==> src/rtl/counter_ctrl_pkg.sv <==
// rtl/counter_ctrl_pkg.sv - state and mode encodings shared by counter_controller
package counter_ctrl_pkg;

   localparam int DEFAULT_WIDTH = 16;

   typedef enum logic [1:0] {
      ST_IDLE   = 2'd0,
      ST_RUN    = 2'd1,
      ST_PAUSED = 2'd2,
      ST_DONE   = 2'd3
   } state_e;

   localparam logic [1:0] MODE_UP_WRAP   = 2'b00;
   localparam logic [1:0] MODE_DOWN_WRAP = 2'b01;
   localparam logic [1:0] MODE_PINGPONG  = 2'b10;
   localparam logic [1:0] MODE_ONESHOT   = 2'b11;

endpackage

==> src/rtl/counter_controller_tick_prescaler.sv <==
// rtl/counter_controller_tick_prescaler.sv - pacing divider, one TICK every DIV running cycles
module tick_prescaler #(
   parameter int DIV = 4
) (
   input  logic CLK,
   input  logic RESET,
   input  logic CLEAR,
   input  logic RUN,
   output logic TICK
);

   localparam int            CW   = (DIV > 1) ? $clog2(DIV) : 1;
   localparam logic [CW-1:0] TERM = CW'(DIV - 1);

   logic [CW-1:0] cnt_q;
   logic [CW-1:0] cnt_d;

   always_comb begin
      cnt_d = cnt_q;
      if (CLEAR) begin
         cnt_d = '0;
      end else if (RUN) begin
         cnt_d = (cnt_q == TERM) ? '0 : cnt_q + 1'b1;
      end
   end

   always_ff @(posedge CLK or posedge RESET) begin
      if (RESET) begin
         cnt_q <= '0;
      end else begin
         cnt_q <= cnt_d;
      end
   end

   assign TICK = RUN && (cnt_q == TERM);

endmodule

==> src/rtl/counter_controller.sv <==
// rtl/counter_controller.sv - run-mode sequencer for the up/down counter datapath
// COUNTER_CTRL_EXT_TICK_EN replaces the prescaler with rising edges of EXT_TICK.
module counter_controller
   import counter_ctrl_pkg::*;
#(
   parameter int WIDTH    = DEFAULT_WIDTH,
   parameter int TICK_DIV = 100000
) (
   input  logic             CLK,
   input  logic             RESET,
   input  logic             START,
   input  logic             STOP,
   input  logic [1:0]       MODE,
   input  logic [WIDTH-1:0] LIMIT_LO,
   input  logic [WIDTH-1:0] LIMIT_HI,
   input  logic [WIDTH-1:0] COUNT,
`ifdef COUNTER_CTRL_EXT_TICK_EN
   input  logic             EXT_TICK,
`endif
   output logic             COUNT_EN,
   output logic             COUNT_UP,
   output logic             COUNT_LOAD,
   output logic [WIDTH-1:0] LOAD_VALUE,
   output logic [1:0]       STATE,
   output logic             WRAP_PULSE,
   output logic             CFG_ERR
);

   state_e           state_q, state_d;
   logic [1:0]       mode_q, mode_d;
   logic             count_en_q, count_en_d;
   logic             count_up_q, count_up_d;
   logic             count_load_q, count_load_d;
   logic [WIDTH-1:0] load_value_q, load_value_d;
   logic             wrap_q, wrap_d;
   logic             cfg_err_q, cfg_err_d;

   logic             presc_run;
   logic             tick;
   logic             in_range;
   logic [WIDTH-1:0] start_val;

   // STOP wins over START, and also freezes the tick source in the same cycle.
   assign presc_run = (state_q == ST_RUN) && !STOP;
   assign in_range  = (COUNT >= LIMIT_LO) && (COUNT <= LIMIT_HI);
   assign start_val = (mode_q == MODE_DOWN_WRAP) ? LIMIT_HI : LIMIT_LO;

`ifdef COUNTER_CTRL_EXT_TICK_EN
   logic ext_q, ext_prev_q;

   always_ff @(posedge CLK or posedge RESET) begin
      if (RESET) begin
         ext_q      <= 1'b0;
         ext_prev_q <= 1'b0;
      end else begin
         ext_q      <= EXT_TICK;
         ext_prev_q <= ext_q;
      end
   end

   assign tick = presc_run && ext_q && !ext_prev_q;
`else
   logic presc_clear;

   assign presc_clear = ((state_q == ST_IDLE) || (state_q == ST_DONE)) && START && !STOP;

   tick_prescaler #(.DIV(TICK_DIV)) u_prescaler (
      .CLK   (CLK),
      .RESET (RESET),
      .CLEAR (presc_clear),
      .RUN   (presc_run),
      .TICK  (tick)
   );
`endif

   always_comb begin
      state_d      = state_q;
      mode_d       = mode_q;
      count_en_d   = 1'b0;
      count_load_d = 1'b0;
      wrap_d       = 1'b0;
      count_up_d   = count_up_q;
      load_value_d = load_value_q;
      cfg_err_d    = cfg_err_q;
      case (state_q)
         ST_IDLE, ST_DONE: begin
            if (START && !STOP) begin
               if (LIMIT_LO >= LIMIT_HI) begin
                  cfg_err_d = 1'b1;
               end else begin
                  cfg_err_d    = 1'b0;
                  mode_d       = MODE;
                  count_load_d = 1'b1;
                  load_value_d = (MODE == MODE_DOWN_WRAP) ? LIMIT_HI : LIMIT_LO;
                  count_up_d   = (MODE != MODE_DOWN_WRAP);
                  state_d      = ST_RUN;
               end
            end
         end
         ST_RUN: begin
            if (STOP) begin
               state_d = ST_PAUSED;
            end else if (tick) begin
               if (!in_range) begin
                  count_load_d = 1'b1;
                  load_value_d = start_val;
                  count_up_d   = (mode_q != MODE_DOWN_WRAP);
               end else begin
                  case (mode_q)
                     MODE_UP_WRAP: begin
                        if (COUNT == LIMIT_HI) begin
                           count_load_d = 1'b1;
                           load_value_d = LIMIT_LO;
                           wrap_d       = 1'b1;
                        end else begin
                           count_en_d = 1'b1;
                        end
                     end
                     MODE_DOWN_WRAP: begin
                        if (COUNT == LIMIT_LO) begin
                           count_load_d = 1'b1;
                           load_value_d = LIMIT_HI;
                           wrap_d       = 1'b1;
                        end else begin
                           count_en_d = 1'b1;
                        end
                     end
                     MODE_PINGPONG: begin
                        // The turn-around step goes out with the new direction already applied.
                        count_en_d = 1'b1;
                        if (count_up_q && (COUNT == LIMIT_HI)) begin
                           count_up_d = 1'b0;
                           wrap_d     = 1'b1;
                        end else if (!count_up_q && (COUNT == LIMIT_LO)) begin
                           count_up_d = 1'b1;
                           wrap_d     = 1'b1;
                        end
                     end
                     default: begin
                        if (COUNT == LIMIT_HI) begin
                           wrap_d  = 1'b1;
                           state_d = ST_DONE;
                        end else begin
                           count_en_d = 1'b1;
                        end
                     end
                  endcase
               end
            end
         end
         default: begin
            if (STOP) begin
               state_d = ST_IDLE;
            end else if (START) begin
               state_d = ST_RUN;
            end
         end
      endcase
   end

   always_ff @(posedge CLK or posedge RESET) begin
      if (RESET) begin
         state_q      <= ST_IDLE;
         mode_q       <= MODE_UP_WRAP;
         count_en_q   <= 1'b0;
         count_up_q   <= 1'b1;
         count_load_q <= 1'b0;
         load_value_q <= '0;
         wrap_q       <= 1'b0;
         cfg_err_q    <= 1'b0;
      end else begin
         state_q      <= state_d;
         mode_q       <= mode_d;
         count_en_q   <= count_en_d;
         count_up_q   <= count_up_d;
         count_load_q <= count_load_d;
         load_value_q <= load_value_d;
         wrap_q       <= wrap_d;
         cfg_err_q    <= cfg_err_d;
      end
   end

   assign COUNT_EN   = count_en_q;
   assign COUNT_UP   = count_up_q;
   assign COUNT_LOAD = count_load_q;
   assign LOAD_VALUE = load_value_q;
   assign STATE      = state_q;
   assign WRAP_PULSE = wrap_q;
   assign CFG_ERR    = cfg_err_q;

endmodule

==> config.mk <==
export PLATFORM = sky130hd
export DESIGN_NAME = counter_controller
export DESIGN_NICKNAME = d
export VERILOG_FILES = /design/src/rtl/counter_ctrl_pkg.sv /design/src/rtl/counter_controller_tick_prescaler.sv /design/src/rtl/counter_controller.sv
export SDC_FILE = /design/constraint.sdc
export NUM_CORES = 1
export LEC_CHECK = 0
export BUFFER_PORTS_ARGS = -buffer_cell sky130_fd_sc_hd__buf_2
export CAP_MARGIN = 20
export CORE_ASPECT_RATIO = 2
export CORE_MARGIN = 4
export CORE_UTILIZATION = 30
export DETAILED_ROUTE_END_ITERATION = 8
export PLACE_DENSITY = 0.61
export RECOVER_POWER = 50
export SYNTH_ARGS = -nofsm -noshare
export SYNTH_HDL_FRONTEND = slang
export SYNTH_SLANG_ARGS = --single-unit
==> constraint.sdc <==
create_clock -name CLK -period 2.2 [get_ports CLK]
set_input_delay 0.44 -clock CLK [delete_from_list [all_inputs] [get_ports CLK]]
set_output_delay 0.44 -clock CLK [all_outputs]
set_load 0.1 [all_outputs]
; Yosys cells after proc, flatten, opt, wreduce, memory -nomap -nowiden
; Cells that the tools add are included.
[totals]
reg_bits = 42
in_bits = 54
output_inout_bits = 23
[op_classes]
add_sub_neg = 1
order_cmp = 3
eq_ne = 23
n_mux = 57
n_bitwise = 1
reduce_logical = 23
[ops]
columns = operator, count
row1 = $mux W16, 9
row2 = $pmux W16 S2, 2
row3 = $mux W17, 3
row4 = $eq A16 B16 Y1, 2
row5 = $ge A16 B16 Y1, 2
row6 = $mux W1, 28
row7 = $mux W2, 9
row8 = $add A17 B1 Y17 const B, 1
row9 = $eq A17 B17 Y1 const B, 1
row10 = $le A16 B16 Y1, 1
row11 = $reduce_and A7 Y1, 2
row12 = $pmux W1 S2, 5
row13 = $ne A3 B3 Y1 const B, 3
row14 = $logic_and A1 B1 Y1, 8
row15 = $ne A2 B2 Y1 const B, 4
row16 = $ne A4 B2 Y1 const B, 2
row17 = $reduce_and A8 Y1, 1
row18 = $eq A2 B1 Y1 const B, 3
row19 = $ne A3 B2 Y1 const B, 2
row20 = $eq A2 B2 Y1 const B, 2
row21 = $logic_not A2 Y1, 2
row22 = $ne A2 B1 Y1 const B, 2
row23 = $ne A4 B3 Y1 const B, 1
row24 = $ne A4 B4 Y1 const B, 1
row25 = other kinds (10), 12

; Logic depth before layout (Yosys ltp)
; Gate-level depths: netlist of the first run.
[logic_depth]
depth_word = 9
depth_mapped = 10
depth_no_buf = 9

; Modules after synthesis
; From an unflattened synthesis of the first run, not the netlist that was laid out.
[unflattened]
hier_cells = 383
area_unflattened_um2 = 3542.1
[modules_own_cells]
columns = mod, n_inst, cells_each, area_each_um2
row1 = counter_controller, 1, 289, 2593.7
row2 = tick_prescaler, 1, 94, 948.4

; Worst setup path after synthesis of the first run
; No wires, ideal clock.
[synth_path]
path_type = input to register
start = input LIMIT_HI[14]
end = register load_value_q[0] (netlist: LOAD_VALUE[0])
t_arrival_ns = 2.640
required_time_ns = 2.075
slack_ns = -0.566
cell_stages = 10
n_path_buf = 1
cell_sequence = inv_1 ha_1 a21oi_1 a21boi_1 or4b_1 a211o_1 a211oi_4 o31ai_4 buf_6 mux2_4
[synth_via]
elab_chain_len = 6
elab_cells_between_ends = 13
[synth_lines]
columns = element, line
row1 = "start, declared", counter_controller.sv:15  ; input logic [WIDTH-1:0] LIMIT_HI,
row2 = $le A16 B16 Y1, counter_controller.sv:45  ; assign in_range = (COUNT >= LIMIT_LO) && (COUNT <= LIMIT_HI);
row3 = $logic_and A1 B1 Y1, counter_controller.sv:45
row4 = $mux W16, counter_controller.sv:104  ; if (!in_range) begin
row5 = $mux W16, counter_controller.sv:103  ; end else if (tick) begin
row6 = $mux W16, counter_controller.sv:101  ; if (STOP) begin
row7 = $pmux W16 S2, counter_controller.sv:85  ; case (state_q)
row8 = "end signal, assigned", counter_controller.sv:177  ; load_value_q <= load_value_d;
row9 = "end, declared", counter_controller.sv:34  ; logic [WIDTH-1:0] load_value_q, load_value_d;
; Parallel ways exist; a longest one is shown, timed or not. The select of a mux whose other input is x is not followed.
; A chain may end at the register's enable or synchronous reset.

; Worst setup path in the final report of the first run
[layout_path]
start = input LIMIT_LO[14]
end = register load_value_q[11] (netlist: LOAD_VALUE[11])
[layout_via]
elab_chain_len = 6
elab_cells_between_ends = 13
[layout_lines]
columns = element, line
row1 = "start, declared", counter_controller.sv:14  ; input logic [WIDTH-1:0] LIMIT_LO,
row2 = $ge A16 B16 Y1, counter_controller.sv:45
row3 = $logic_and A1 B1 Y1, counter_controller.sv:45
row4 = $mux W16, counter_controller.sv:104
row5 = $mux W16, counter_controller.sv:103
row6 = $mux W16, counter_controller.sv:101
row7 = $pmux W16 S2, counter_controller.sv:85
; Parallel ways exist; a longest one is shown, timed or not. The select of a mux whose other input is x is not followed.

==> results of run 1 <==
## registers in the layout, indices dropped and copies added (netlist names)
name	count
u_prescaler.cnt_q	17
STATE	2
COUNT_EN	1
mode_q	2
CFG_ERR	1
WRAP_PULSE	1
COUNT_LOAD	1
COUNT_UP	1
LOAD_VALUE	16
## power by group through the flow
stage / combinational, W / sequential, W / clock (W)
floorplan: 0.00145 / 0.00256 / 0
CTS: 0.00392 / 0.00123 / 0.000758
global route: 0.00420 / 0.00127 / 0.000801
global placement: 0.00364 / 0.00124 / 0
detailed placement: 0.00370 / 0.00124 / 0
finish: 0.00395 / 0.00123 / 0.000746
## critical path, delay by kind of cell
kind,cells,cell delay (ns)
simple gates,1,0.48
compound gates,5,0.91
fa+ha+maj,1,0.21
buf+inv,3,0.37
mux,1,0.29
## cell families after synthesis
| logic type | Yosys count | share of synthesized area [%] |
|---|---|---|
| xor gates and xnor gates | 9 | 2.26 |
| adders and majority gates | 55 | 19.7 |
| and+or+nand+nor | 127 | 18.3 |
| DFF | 42 | 30.1 |
| muxes | 19 | 7.20 |
| buffers and inverters | 49 | 5.48 |
| AOI/OAI and AO/OA | 93 | 16.9 |
## worst max-delay path by stage
stage / end / slack [ns] / depth (start not counted)
after floorplan: LOAD_VALUE[0] / -0.46 / 9
after global placement: LOAD_VALUE[6] / -1.05 / 9
after detailed placement: LOAD_VALUE[6] / -1.17 / 10
after CTS: LOAD_VALUE[11] / -0.36 / 11
after global routing: LOAD_VALUE[2] / -0.40 / 11
final: LOAD_VALUE[11] / -0.33 / 11
## per-stage QoR
stage | setup WS, ns | area [µm²] | utilization, % | setup TNS [ns]
6_report | -0.331 | 5120 | 45.1 | -6.52
5_1_grt | -0.402 | 5120 | 45.1 | -8.10
4_1_cts | -0.362 | 5050 | 44.5 | -6.79
3_5_place_dp | -1.17 | 4720 | 41.5 | -22.79
3_3_place_gp | -1.05 | 4720 | 41.5 | -20.77
2_1_floorplan | -0.456 | 3560 | - | -6.54
## area by class of cell
type | count | area (µm²) | area share [%]
inverter | 43 | 171 | 3.35
timing repair buffer | 170 | 1120 | 21.9
sequential | 42 | 1060 | 20.7
clock inverter | 2 | 12.5 | 0.244
tap | 142 | 178 | 3.47
multi-input combinational | 303 | 2440 | 47.7
clock buffer | 6 | 139 | 2.71
## what timing repair did
action | in CTS | in global routing
buffers inserted | 10 | 3
gates resized for setup | 21 | 16
hold endpoints to repair | 0 | 0
pin swaps | 16 | 11
gates cloned | 0 | 0
setup endpoints to repair | 25 | 27
## per-layer routing
metal	up-vias	routed length [µm]
met5	-	0
met4	0	558
met3	29	404
met2	85	6380
met1	1687	3590
li1	1762	-
## cells in the final DEF, fill, tap and decap left out, drive strengths merged, types with 4 or more instances in the layout
| cell | count |
|---|---|
| buf | 168 |
| ha | 55 |
| inv | 42 |
| dfrtp | 41 |
| nand2 | 36 |
| o21ai | 34 |
| nor2 | 29 |
| a21oi | 27 |
| mux2 | 19 |
| nand4 | 18 |
| nand3 | 10 |
| clkbuf | 8 |
| xor2 | 6 |
| a211oi | 5 |
| nor3 | 5 |
| nor4 | 5 |
| nor3b | 4 |
| o21a | 4 |
| nor2b | 4 |
==> impl_results.html, run 1 <==
<table>
<tr><th>Metric</th><th>Value</th></tr>
<tr><th colspan="2">Run status</th></tr>
<tr><td>Status</td><td>complete, but fails checks</td></tr>
<tr><td>Violated checks</td><td>setup timing</td></tr>
<tr><th colspan="2">Setup path</th></tr>
<tr><td>Capture point of the worst reg-to-reg path</td><td>LOAD_VALUE[11]</td></tr>
<tr><td>Required @ worst endpoint</td><td>2.37 ns</td></tr>
<tr><td>Setup slack on the worst flop-to-flop path</td><td>-0.06 ns</td></tr>
<tr><td>Arrival time of the worst setup path</td><td>about 2.7 ns</td></tr>
<tr><td>Slowest stage delay, CP</td><td>0.48 ns</td></tr>
<tr><td>Launch point of the worst path</td><td>LIMIT_LO[14]</td></tr>
<tr><td>Category of the worst setup path launch point</td><td>input port</td></tr>
<tr><td>Cell at the slowest stage of the critical path</td><td>or4b_1</td></tr>
<tr><td>Most used cell along the critical path</td><td>buf_6</td></tr>
<tr><td>Path type of the worst setup path</td><td>in2reg</td></tr>
<tr><td>Crit path cell chain</td><td>buf_6 &gt; buf_6 &gt; ha_4 &gt; a21oi_2 &gt; a21boi_1 &gt; or4b_1 &gt; a211o_1 &gt; a211oi_4 &gt; o31ai_4 &gt; buf_6 &gt; mux2_4</td></tr>
<tr><td>Top fanout value on the critical path</td><td>7</td></tr>
<tr><td>Setup crit end kind</td><td>flip-flop</td></tr>
<tr><td>Beginning of the worst register-to-register path</td><td>u_prescaler.cnt_q[13]</td></tr>
<tr><td>Worst-case reg-to-reg path depth</td><td>8</td></tr>
<tr><th colspan="2">Power</th></tr>
<tr><td>Sw Pwr</td><td>0.00305 W</td></tr>
<tr><td>Overall power consumption</td><td>0.00593 W</td></tr>
<tr><td>Portion of total power attributed to combinational logic</td><td>~67%</td></tr>
<tr><td>Clock network power share</td><td>12.6%</td></tr>
<tr><td>VDD IR max</td><td>between 0.6 and 0.7 mV</td></tr>
<tr><td>Design internal power</td><td>roughly 0.0029 W</td></tr>
<tr><td>Power Density</td><td>between 1000 and 1500 nW/µm²</td></tr>
<tr><td>Seq pwr share</td><td>about 21%</td></tr>
<tr><td>Sw Share</td><td>51.4%</td></tr>
<tr><td>Leakage component of the power</td><td>2.57 nW</td></tr>
<tr><th colspan="2">Floorplan</th></tr>
<tr><td>Die outline area</td><td>roughly 14,000 µm²</td></tr>
<tr><td>Area inside the core boundary</td><td>11,400 µm²</td></tr>
<tr><td>Die boundary width</td><td>~84 µm</td></tr>
<tr><td>Die Y</td><td>161 µm</td></tr>
<tr><td>Cell row count</td><td>55</td></tr>
<tr><td>Initial standard-cell utilization of the core</td><td>between 30% and 40%</td></tr>
<tr><td>I/O pin count</td><td>77</td></tr>
<tr><th colspan="2">STA</th></tr>
<tr><td>Fin Hold WS</td><td>around 0.21 ns</td></tr>
<tr><td>Final critical-path setup slack</td><td>-0.331 ns</td></tr>
<tr><td>Number of slew-limit violations in the final report</td><td>0</td></tr>
<tr><td>Final hold vios</td><td>0</td></tr>
<tr><td>Fin crit share</td><td>115%</td></tr>
<tr><td>RSZ-0062 raised after global routing</td><td>yes</td></tr>
<tr><td>Fin Clk Skew</td><td>0.00755 ns</td></tr>
<tr><td>Minimum period implied by the final worst setup slack</td><td>roughly 2.5 ns</td></tr>
<tr><td>Worst relative slew slack</td><td>43.0%</td></tr>
<tr><td>Count of final setup violators</td><td>23</td></tr>
<tr><td>Slew at the pin closest to its max-slew limit</td><td>0.849 ns</td></tr>
<tr><td>Peak Freq</td><td>slightly below 0.4 GHz</td></tr>
<tr><th colspan="2">GRT</th></tr>
<tr><td>Number of global-route vias before repair</td><td>3,841</td></tr>
<tr><td>Wire length of the first global-routing pass</td><td>approximately 18 mm</td></tr>
<tr><td>Global-route met3 utilization</td><td>roughly 2.4%</td></tr>
<tr><td>GRT Max-Usage Layer</td><td>met2</td></tr>
<tr><td>Global-route met1 utilization</td><td>between 10 and 15%</td></tr>
<tr><td>Overall overflow remaining after global route</td><td>0</td></tr>
<tr><td>Met2 Track Usage GR</td><td>33.0%</td></tr>
<tr><td>Global-route total usage across every layer</td><td>roughly 16%</td></tr>
<tr><td>Number of antenna violations at the first check in global routing</td><td>0</td></tr>
<tr><td>Maximum number of pins on one net before global-route repair</td><td>24</td></tr>
<tr><th colspan="2">Yosys</th></tr>
<tr><td>Share of flip-flops with an asynchronous set or reset</td><td>100%</td></tr>
<tr><td>Mean cell area of the mapped netlist</td><td>roughly 9 µm²</td></tr>
<tr><td>Cell type contributing the most total cell area after synthesis</td><td>dfrtp_1</td></tr>
<tr><td>Most common cell in the synthesized netlist</td><td>ha_1</td></tr>
<tr><td>Number of synthesized register bits</td><td>between 40 and 50</td></tr>
<tr><td>Area share of the leading cell type in the synthesized netlist</td><td>29.4%</td></tr>
<tr><td>Netlist area before placement</td><td>about 3500 µm²</td></tr>
<tr><td>Library cells used by synthesis</td><td>50</td></tr>
<tr><td>Number of nets produced by synthesis</td><td>between 500 and 600</td></tr>
<tr><td>Synth Flop Type</td><td>dfrtp_1</td></tr>
<tr><td>Largest cells by area after synthesis</td><td>dfrtp_1, ha_1, o21ai_0</td></tr>
<tr><td>Post-synth top cells</td><td>ha_1, inv_1, dfrtp_1, nand2_1, o21ai_0</td></tr>
<tr><td>Number of standard cells after synthesis</td><td>between 300 and 400</td></tr>
<tr><td>Sequential share of the synthesized area</td><td>between 30% and 40%</td></tr>
<tr><td>Number of enable-type register cells in the synthesized netlist</td><td>0</td></tr>
<tr><td>Synthesis warning total</td><td>0</td></tr>
<tr><th colspan="2">Finish</th></tr>
<tr><td>Synthesis-to-layout area growth</td><td>46.5%</td></tr>
<tr><td>Count of non-filler cells in the finished layout</td><td>708</td></tr>
<tr><td>Final #Nets</td><td>slightly below 700</td></tr>
<tr><td>Fill cells</td><td>1,133</td></tr>
<tr><td>Fraction of layout cells with a size suffix above 1</td><td>around two fifths</td></tr>
<tr><td>Ant diodes</td><td>0</td></tr>
<tr><th colspan="2">Drt</th></tr>
<tr><td>Final wirelength</td><td>roughly 11 mm</td></tr>
<tr><td>Detailed router's first-iteration violation count</td><td>111</td></tr>
<tr><td>Count of vias placed by the detailed router</td><td>3,563</td></tr>
<tr><td>First-pass iteration count of the detailed router</td><td>4</td></tr>
<tr><td>DRC violation count after routing</td><td>0</td></tr>
<tr><td>Antenna-violating nets left</td><td>0</td></tr>
<tr><td>Post-DR vias/cell</td><td>approximately 5.0</td></tr>
<tr><td>Avg WL per Cell</td><td>roughly 15 µm</td></tr>
<tr><th colspan="2">Clock tree</th></tr>
<tr><td>TritonCTS Buffers</td><td>5</td></tr>
<tr><td>Hold_buf cts</td><td>0</td></tr>
<tr><td>Cell chosen for the clock root</td><td>clkbuf_16</td></tr>
<tr><td>TritonCTS clock tree</td><td>built</td></tr>
<tr><td>Clock sinks</td><td>42</td></tr>
<tr><td>Clock edge transition at the registers on the reported setup and hold paths</td><td>~0.06 ns</td></tr>
<tr><td>Clock H-tree levels</td><td>2</td></tr>
<tr><td>Maximum clock insertion buffer count</td><td>2</td></tr>
<tr><td>Clock latency on the worst-skew pair</td><td>around 0.28 ns</td></tr>
<tr><th colspan="2">Flow run</th></tr>
<tr><td>Max-cap viol count</td><td>0</td></tr>
<tr><th colspan="2">Place</th></tr>
<tr><td>Number of buffers added on ports</td><td>76</td></tr>
<tr><td>HPWL Detailed</td><td>around 9.3 mm</td></tr>
<tr><td>Placed Cells</td><td>approximately 700</td></tr>
<tr><td>Placer congestion estimate</td><td>about 0.86</td></tr>
<tr><th colspan="2">Min path</th></tr>
<tr><td>Classification of the worst-slack hold path</td><td>in2async</td></tr>
</table>
No activity file was read; power rests on OpenSTA's default activity.
==> run 2: changes to the inputs <==
Clock period 2.2 ns to 2.15 ns, I/O delays scaled along.
==> run 2 against run 1 <==
The flow still finishes with violations (setup timing). Worst hold slack got worse by 0.080 ns. Global-route usage barely moved. Wire length fell by 1.5%. Die area did not move. Cell count rose by 0.71%. Clock power fell by 3.5%. Critical endpoint is now LOAD_VALUE[9]. Largest cell class unchanged.
==> impl_results.html, run 2 (synthesis results as in run 1) <==
<table>
<tr><th>Metric</th><th>Value</th></tr>
<tr><th colspan="2">Run status</th></tr>
<tr><td>Status</td><td>complete, but fails checks</td></tr>
<tr><td>Violated checks</td><td>setup timing</td></tr>
<tr><th colspan="2">Power</th></tr>
<tr><td>Clock network power share</td><td>11.9% (-0.7 points)</td></tr>
<tr><td>Overall power consumption</td><td>0.00603 W (+1.7%)</td></tr>
<tr><td>Portion of total power attributed to combinational logic</td><td>67.0% (+0.3 points)</td></tr>
<tr><td>Seq pwr share</td><td>21.1% (+0.4 points)</td></tr>
<tr><td>VDD IR max</td><td>0.809 mV (+22%)</td></tr>
<tr><td>Design internal power</td><td>0.00290 W (+0.82%)</td></tr>
<tr><td>Leakage component of the power</td><td>2.59 nW (+0.72%)</td></tr>
<tr><td>Sw Pwr</td><td>0.00313 W (+2.6%)</td></tr>
<tr><td>Sw Share</td><td>51.9% (+0.44 points)</td></tr>
<tr><td>Power Density</td><td>1150 nW/µm² (-0.44%)</td></tr>
<tr><th colspan="2">Drt</th></tr>
<tr><td>Avg WL per Cell</td><td>15.1 µm (-2.2%)</td></tr>
<tr><td>Antenna-violating nets left</td><td>0 (unchanged)</td></tr>
<tr><td>Post-DR vias/cell</td><td>4.96 (-1.4%)</td></tr>
<tr><td>Detailed router's first-iteration violation count</td><td>71 (-36%)</td></tr>
<tr><td>Final wirelength</td><td>10.8 mm (-1.5%)</td></tr>
<tr><td>Count of vias placed by the detailed router</td><td>3,539 (-0.67%)</td></tr>
<tr><td>First-pass iteration count of the detailed router</td><td>4 (unchanged)</td></tr>
<tr><td>DRC violation count after routing</td><td>0 (unchanged)</td></tr>
<tr><th colspan="2">Setup path</th></tr>
<tr><td>Crit path buf inv count</td><td>4 (+1)</td></tr>
<tr><td>Worst-case reg-to-reg path depth</td><td>9 (+1)</td></tr>
<tr><td>Slowest stage delay, CP</td><td>0.49 ns (about the same)</td></tr>
<tr><td>Crit path cell chain</td><td>buf_8 &gt; inv_8 &gt; buf_6 &gt; ha_4 &gt; a21oi_2 &gt; a21boi_1 &gt; or4b_1 &gt; a211o_1 &gt; a211oi_4 &gt; o31ai_4 &gt; buf_6 &gt; mux2_4</td></tr>
<tr><td>Required @ worst endpoint</td><td>2.32 ns (-0.05 ns)</td></tr>
<tr><td>Critical path depth in cells</td><td>12 (+1)</td></tr>
<tr><td>Top fanout value on the critical path</td><td>5 (-2)</td></tr>
<tr><td>Beginning of the worst register-to-register path</td><td>u_prescaler.cnt_q[12]</td></tr>
<tr><td>Capture point of the worst reg-to-reg path</td><td>LOAD_VALUE[9]</td></tr>
<tr><td>Most used cell along the critical path</td><td>buf_6</td></tr>
<tr><td>Category of the worst setup path launch point</td><td>input port</td></tr>
<tr><td>Family with the most delay on the worst path</td><td>compound AO/OA/AOI/OAI gates</td></tr>
<tr><td>Arrival time of the worst setup path</td><td>2.78 ns (+0.08 ns)</td></tr>
<tr><td>Path type of the worst setup path</td><td>in2reg</td></tr>
<tr><td>Worst setup path end</td><td>LOAD_VALUE[9]</td></tr>
<tr><td>Setup slack on the worst flop-to-flop path</td><td>-0.06 ns (about the same)</td></tr>
<tr><td>Setup crit end kind</td><td>flip-flop</td></tr>
<tr><td>Launch point of the worst path</td><td>LIMIT_HI[14]</td></tr>
<tr><td>Cell at the slowest stage of the critical path</td><td>or4b_1</td></tr>
<tr><th colspan="2">Flow run</th></tr>
<tr><td>Max-cap viol count</td><td>0 (unchanged)</td></tr>
<tr><th colspan="2">Finish</th></tr>
<tr><td>Fill cells</td><td>1,093 (-3.5%)</td></tr>
<tr><td>Number of flip-flops under the largest register name</td><td>17 (unchanged)</td></tr>
<tr><td>Commonest cells after routing, fill and taps aside</td><td>buf_4, buf_2, ha_1, dfrtp_1, inv_1</td></tr>
<tr><td>Ant diodes</td><td>0 (unchanged)</td></tr>
<tr><td>Synthesis-to-layout area growth</td><td>49.7%</td></tr>
<tr><td>Most frequent standard cell in the layout excluding fill and tap cells</td><td>buf_4</td></tr>
<tr><td>Final standard cell area without fillers</td><td>5230 µm² (+2.2%)</td></tr>
<tr><td>Final #Nets</td><td>679 (+0.74%)</td></tr>
<tr><td>Final Util</td><td>46.1% (+0.99 points)</td></tr>
<tr><td>Fraction of layout cells with a size suffix above 1</td><td>42.0% (+0.87 points)</td></tr>
<tr><td>Register name with the most flops</td><td>u_prescaler.cnt_q</td></tr>
<tr><th colspan="2">Floorplan</th></tr>
<tr><td>Die outline area</td><td>13,500 µm² (unchanged)</td></tr>
<tr><td>Initial standard-cell utilization of the core</td><td>30.8% (unchanged)</td></tr>
<tr><td>Cell row count</td><td>55 (unchanged)</td></tr>
<tr><td>I/O pin count</td><td>77 (unchanged)</td></tr>
<tr><td>Die Y</td><td>161 µm (unchanged)</td></tr>
<tr><td>Area inside the core boundary</td><td>11,400 µm² (unchanged)</td></tr>
<tr><td>Die boundary width</td><td>84.3 µm (unchanged)</td></tr>
<tr><th colspan="2">STA</th></tr>
<tr><td>RSZ-0062 raised after global routing</td><td>yes</td></tr>
<tr><td>Minimum period implied by the final worst setup slack</td><td>between 2 and 3 ns</td></tr>
<tr><td>Worst relative slew slack</td><td>20.8% (-22 points)</td></tr>
<tr><td>Number of slew-limit violations in the final report</td><td>0 (unchanged)</td></tr>
<tr><td>Fin crit share</td><td>121%</td></tr>
<tr><td>Fin Hold WS</td><td>0.133 ns (-0.0801 ns)</td></tr>
<tr><td>Count of final setup violators</td><td>23 (unchanged)</td></tr>
<tr><td>Peak Freq</td><td>0.383 GHz</td></tr>
<tr><td>Fin Clk Skew</td><td>0.00678 ns (-0.000761 ns)</td></tr>
<tr><td>Slew at the pin closest to its max-slew limit</td><td>1.19 ns (+0.339 ns)</td></tr>
<tr><td>Final critical-path setup slack</td><td>-0.458 ns (-0.127 ns)</td></tr>
<tr><td>Final hold vios</td><td>0 (unchanged)</td></tr>
<tr><th colspan="2">GRT</th></tr>
<tr><td>Global-route total usage across every layer</td><td>16.1% (about the same)</td></tr>
<tr><td>Wire length of the first global-routing pass</td><td>17.5 mm (-0.12%)</td></tr>
<tr><td>Overall overflow remaining after global route</td><td>0 (unchanged)</td></tr>
<tr><td>Number of global-route vias before repair</td><td>3,790 (-1.3%)</td></tr>
<tr><td>Maximum number of pins on one net before global-route repair</td><td>27 (+13%)</td></tr>
<tr><td>Number of antenna violations at the first check in global routing</td><td>0 (unchanged)</td></tr>
<tr><th colspan="2">Place</th></tr>
<tr><td>Placer congestion estimate</td><td>0.859 (-0.45%)</td></tr>
<tr><td>Setup slack at placement</td><td>-1.23 ns (-0.0583 ns)</td></tr>
<tr><td>Number of buffers added on ports</td><td>76 (unchanged)</td></tr>
<tr><td>HPWL Detailed</td><td>9.30 mm (about the same)</td></tr>
<tr><td>Total placed instance area</td><td>4760 µm² (+0.90%)</td></tr>
<tr><th colspan="2">Clock tree</th></tr>
<tr><td>Cell chosen for the clock root</td><td>clkbuf_16</td></tr>
<tr><td>TritonCTS clock tree</td><td>built</td></tr>
<tr><td>Clock H-tree levels</td><td>2 (unchanged)</td></tr>
<tr><td>Clock latency on the worst-skew pair</td><td>0.28 ns (about the same)</td></tr>
<tr><td>TritonCTS Buffers</td><td>5 (unchanged)</td></tr>
<tr><td>Clock edge transition at the registers on the reported setup and hold paths</td><td>0.06 ns (about the same)</td></tr>
<tr><td>Maximum clock insertion buffer count</td><td>2 (unchanged)</td></tr>
<tr><td>Clock sinks</td><td>42 (unchanged)</td></tr>
<tr><th colspan="2">Min path</th></tr>
<tr><td>Classification of the worst-slack hold path</td><td>in2async</td></tr>
</table>
==> run 2: changes by cell type in the layout (fill, tap and decap cells not counted), sizes merged <==
cell,before,now
dlymetal6s4s,0,1
buf,168,174
clkinv,2,1
clkbuf,8,7
==> run 2: timing repair <==
item | 4_1_cts | 5_1_grt
pin swaps | 14 | 13
setup buffers | 7 | 7
gates cloned | 1 | 0
resized for setup | 26 | 23
hold buffers | 0 | 0
setup endpoints to repair | 25 | 30
==> run 2: power groups by stage <==
| stage | clock [W] | sequential, W | combinational (W) |
|---|---|---|---|
| floorplan | 0 | 0.00262 | 0.00148 |
| global placement | 0 | 0.00128 | 0.00375 |
| detailed placement | 0 | 0.00129 | 0.00381 |
| CTS | 0.000734 | 0.00128 | 0.00400 |
| global route | 0.000770 | 0.00130 | 0.00428 |
| finish | 0.000720 | 0.00127 | 0.00404 |
==> run 2: layout make-up <==
type                    count  area, µm²  area share (%)
multi-input cells         303       2510            47.9
repair buffers            175       1180            22.5
flip-flops and latches     42       1060            20.2
well taps                 142        178            3.40
inverters                  43        171            3.28
clock buffers               7        133            2.54
clock inverters             1       7.51           0.144
==> run 2: layer usage <==
layer / routed length, µm / up-vias / GRT usage, %
li1: - / 1773 / -
met1: 3590 / 1666 / 14.2
met2: 6470 / 78 / 33.9
met3: 294 / 22 / 2.05
met4: 420 / 0 / 7.03
met5: 0 / - / 0
==> run 2: stage by stage <==
stage               std cells  TNS, ns
floorplan                 394    -7.39
global placement          693   -22.12
global route              713   -10.90
CTS                       708    -9.92
finish                    713    -9.00
detailed placement        693   -24.31
==> run 2: worst min-delay path by stage <==
stage	endpoint	slack [ns]	cells after the start
6_report	LOAD_VALUE[14]	0.13	2
5_1_grt	u_prescaler.cnt_q[0]	0.17	2
4_1_cts	u_prescaler.cnt_q[0]	0.16	2
3_5_place_dp	u_prescaler.cnt_q[0]	0.47	2
3_3_place_gp	u_prescaler.cnt_q[4]	0.47	2
2_1_floorplan	u_prescaler.cnt_q[2]	0.48	1
==> run 3: changes to the inputs <==
Settings changed: SETUP_SLACK_MARGIN set to 0.1.
==> run 3 against run 2 <==
The run still ends with setup timing left. Flip-flop and latch count unchanged. Setup slack worse by 0.028 ns. Sequential power about the same. Highest routed layer unchanged.
==> impl_results.html, run 3 (synthesis results as in run 1) <==
<table>
<tr><th>Metric</th><th>Value</th></tr>
<tr><th colspan="2">Finish</th></tr>
<tr><td>Area of the multi-input gates</td><td>2550 µm² (+1.8%)</td></tr>
<tr><td>Most frequent standard cell in the layout excluding fill and tap cells</td><td>buf_4</td></tr>
<tr><td>Number of flip-flops under the largest register name</td><td>17 (unchanged)</td></tr>
<tr><td>Final standard cell area without fillers</td><td>5300 µm² (+1.2%)</td></tr>
<tr><td>Fill cells</td><td>1,121 (+2.6%)</td></tr>
<tr><td>Ant diodes</td><td>0 (unchanged)</td></tr>
<tr><td>Register name with the most flops</td><td>u_prescaler.cnt_q</td></tr>
<tr><td>Fraction of layout cells with a size suffix above 1</td><td>43.6% (+1.5 points)</td></tr>
<tr><td>Commonest cells after routing, fill and taps aside</td><td>buf_4, buf_2, ha_1, dfrtp_1</td></tr>
<tr><td>Count of non-filler cells in the finished layout</td><td>716 (+0.42%)</td></tr>
<tr><td>Final #Nets</td><td>682 (+0.44%)</td></tr>
<tr><td>Sequential standard cell area</td><td>1060 µm² (unchanged)</td></tr>
<tr><td>Synthesis-to-layout area growth</td><td>51.6%</td></tr>
<tr><th colspan="2">Clock tree</th></tr>
<tr><td>Maximum clock insertion buffer count</td><td>2 (unchanged)</td></tr>
<tr><td>Clock edge transition at the registers on the reported setup and hold paths</td><td>0.06 ns (about the same)</td></tr>
<tr><td>Clock H-tree levels</td><td>2 (unchanged)</td></tr>
<tr><td>Clock latency on the worst-skew pair</td><td>0.29 ns (about the same)</td></tr>
<tr><td>Cell chosen for the clock root</td><td>clkbuf_16</td></tr>
<tr><td>TritonCTS clock tree</td><td>built</td></tr>
<tr><td>TritonCTS Buffers</td><td>5 (unchanged)</td></tr>
<tr><td>Hold_buf cts</td><td>0 (unchanged)</td></tr>
<tr><td>Clock sinks</td><td>42 (unchanged)</td></tr>
<tr><th colspan="2">STA</th></tr>
<tr><td>Peak Freq</td><td>0.379 GHz (-1.1%)</td></tr>
<tr><td>Count of final setup violators</td><td>23 (unchanged)</td></tr>
<tr><td>Slew at the pin closest to its max-slew limit</td><td>1.34 ns (+0.153 ns)</td></tr>
<tr><td>RSZ-0062 raised after global routing</td><td>yes</td></tr>
<tr><td>Minimum period implied by the final worst setup slack</td><td>2.64 ns (+0.0277 ns)</td></tr>
<tr><td>Number of slew-limit violations in the final report</td><td>0 (unchanged)</td></tr>
<tr><td>Final hold vios</td><td>0 (unchanged)</td></tr>
<tr><td>Final critical-path setup slack</td><td>-0.486 ns (-0.0277 ns)</td></tr>
<tr><td>Worst relative slew slack</td><td>10.6% (-10 points)</td></tr>
<tr><td>Fin Clk Skew</td><td>0.00677 ns (-0.0000143 ns)</td></tr>
<tr><td>Fin crit share</td><td>123% (+1.3 points)</td></tr>
<tr><th colspan="2">Drt</th></tr>
<tr><td>DRC violation count after routing</td><td>0 (unchanged)</td></tr>
<tr><td>Post-DR vias/cell</td><td>5.08 (+2.3%)</td></tr>
<tr><td>Antenna-violating nets left</td><td>0 (unchanged)</td></tr>
<tr><td>Detailed router's first-iteration violation count</td><td>98 (+38%)</td></tr>
<tr><td>Avg WL per Cell</td><td>15.8 µm (+4.5%)</td></tr>
<tr><td>Final wirelength</td><td>11.3 mm (+4.9%)</td></tr>
<tr><td>Count of vias placed by the detailed router</td><td>3,636 (+2.7%)</td></tr>
<tr><td>First-pass iteration count of the detailed router</td><td>4 (unchanged)</td></tr>
<tr><th colspan="2">Place</th></tr>
<tr><td>Placer congestion estimate</td><td>0.854 (-0.61%)</td></tr>
<tr><td>Placed Cells</td><td>695 (+0.29%)</td></tr>
<tr><td>Number of buffers added on ports</td><td>76 (unchanged)</td></tr>
<tr><td>HPWL Detailed</td><td>9.59 mm (+3.1%)</td></tr>
<tr><td>Total placed instance area</td><td>4790 µm² (+0.58%)</td></tr>
<tr><th colspan="2">Floorplan</th></tr>
<tr><td>Area inside the core boundary</td><td>11,400 µm² (unchanged)</td></tr>
<tr><td>Die boundary width</td><td>84.3 µm (unchanged)</td></tr>
<tr><td>Cell row count</td><td>55 (unchanged)</td></tr>
<tr><td>Die outline area</td><td>13,500 µm² (unchanged)</td></tr>
<tr><td>Initial standard-cell utilization of the core</td><td>30.8% (unchanged)</td></tr>
<tr><td>I/O pin count</td><td>77 (unchanged)</td></tr>
<tr><td>Die Y</td><td>161 µm (unchanged)</td></tr>
<tr><th colspan="2">Power</th></tr>
<tr><td>VDD IR max</td><td>0.961 mV (+19%)</td></tr>
<tr><td>Overall power consumption</td><td>0.00612 W (+1.5%)</td></tr>
<tr><td>Power Density</td><td>1160 nW/µm² (+0.22%)</td></tr>
<tr><td>Portion of total power attributed to combinational logic</td><td>66.9% (about the same)</td></tr>
<tr><td>Seq pwr share</td><td>20.7% (-0.4 points)</td></tr>
<tr><td>Leakage component of the power</td><td>2.62 nW (+1.3%)</td></tr>
<tr><td>Sw Pwr</td><td>0.00316 W (+1.1%)</td></tr>
<tr><td>Sw Share</td><td>51.7% (-0.17 points)</td></tr>
<tr><td>Clock network power share</td><td>12.3% (+0.4 points)</td></tr>
<tr><td>Design internal power</td><td>0.00296 W (+1.8%)</td></tr>
<tr><th colspan="2">Min path</th></tr>
<tr><td>Classification of the worst-slack hold path</td><td>in2async</td></tr>
<tr><th colspan="2">GRT</th></tr>
<tr><td>Global-route total usage across every layer</td><td>16.6% (+0.53 points)</td></tr>
<tr><td>Overall overflow remaining after global route</td><td>0 (unchanged)</td></tr>
<tr><td>Maximum number of pins on one net before global-route repair</td><td>25 (-7.4%)</td></tr>
<tr><td>Wire length of the first global-routing pass</td><td>17.9 mm (+2.4%)</td></tr>
<tr><td>Number of global-route vias before repair</td><td>3,824 (+0.90%)</td></tr>
<tr><td>Number of antenna violations at the first check in global routing</td><td>0 (unchanged)</td></tr>
<tr><th colspan="2">Run status</th></tr>
<tr><td>Status</td><td>complete, but fails checks</td></tr>
<tr><td>Violated checks</td><td>setup timing</td></tr>
<tr><th colspan="2">Setup path</th></tr>
<tr><td>Path type of the worst setup path</td><td>in2reg</td></tr>
<tr><td>Arrival time of the worst setup path</td><td>2.81 ns (+0.03 ns)</td></tr>
<tr><td>Required @ worst endpoint</td><td>2.32 ns (about the same)</td></tr>
<tr><td>Category of the worst setup path launch point</td><td>input port</td></tr>
<tr><td>Top fanout value on the critical path</td><td>8 (+3)</td></tr>
<tr><td>Setup crit end kind</td><td>flip-flop</td></tr>
<tr><th colspan="2">Flow run</th></tr>
<tr><td>Max-cap viol count</td><td>0 (unchanged)</td></tr>
</table>
[run 3: worst max-delay path: stages]
cell	delay [ns]
buf_8	0.08
inv_8	0.03
buf_6	0.10
ha_4	0.24
a21oi_2	0.13
a21boi_1	0.07
or4b_1	0.48
a211o_1	0.33
a211oi_4	0.29
o31ai_4	0.13
buf_6	0.17
mux2_4	0.30
[run 3: power by group through the flow]
| stage | sequential (W) | combinational (W) | clock (W) |
|---|---|---|---|
| after global routing | 0.00130 | 0.00433 | 0.000809 |
| after CTS | 0.00127 | 0.00404 | 0.000772 |
| final | 0.00127 | 0.00410 | 0.000756 |
| after detailed placement | 0.00127 | 0.00387 | 0 |
| after global placement | 0.00127 | 0.00379 | 0 |
| after floorplan | 0.00263 | 0.00151 | 0 |
[run 3: layout make-up]
class	instances	area share [%]
flip-flops and latches	42	20.0
repair buffers	178	22.5
well taps	142	3.35
clock buffers	7	2.69
clock inverters	1	0.0945
multi-input cells	303	48.2
inverters	43	3.24
[run 3: worst paths after layout]
kind / cells past startpoint / slack [ns] / start / to
max in group asynchronous: 3 / 0.36 / RESET / u_prescaler.cnt_q[8]
min in group CLK: 2 / 0.41 / MODE[0] / mode_q[0]
setup reg to reg: 8 / -0.02 / u_prescaler.cnt_q[8] / LOAD_VALUE[11]
hold reg to reg: 1 / 0.51 / CFG_ERR / CFG_ERR
hold / removal: 2 / 0.16 / RESET / u_prescaler.cnt_q[4]
setup / recovery: 12 / -0.49 / LIMIT_HI[14] / LOAD_VALUE[11]
[run 3: routing by layer]
metal | track usage (%) | vias to the layer above | share of wire, %
met5 | 0 | - | 0
met4 | 9.22 | 0 | 4.9
met3 | 1.85 | 28 | 2.9
met2 | 34.0 | 84 | 59
met1 | 15.0 | 1740 | 33
li1 | - | 1784 | -
[run 3: through the flow]
stage | util (%) | setup TNS (ns) | hold WS [ns] | worst slack, ns
after floorplan | - | -7.39 | 0.479 | -0.496
after global placement | 42.1 | -21.96 | 0.480 | -1.10
after detailed placement | 42.1 | -23.64 | 0.505 | -1.19
after CTS | 44.9 | -10.10 | 0.199 | -0.525
after global routing | 46.6 | -10.96 | 0.212 | -0.556
final | 46.6 | -9.31 | 0.164 | -0.486
[run 3: what timing repair did]
action | CTS | global route
gates resized for setup | 26 | 24
buffers inserted | 7 | 7
pin swaps | 19 | 17
setup endpoints to repair | 25 | 29
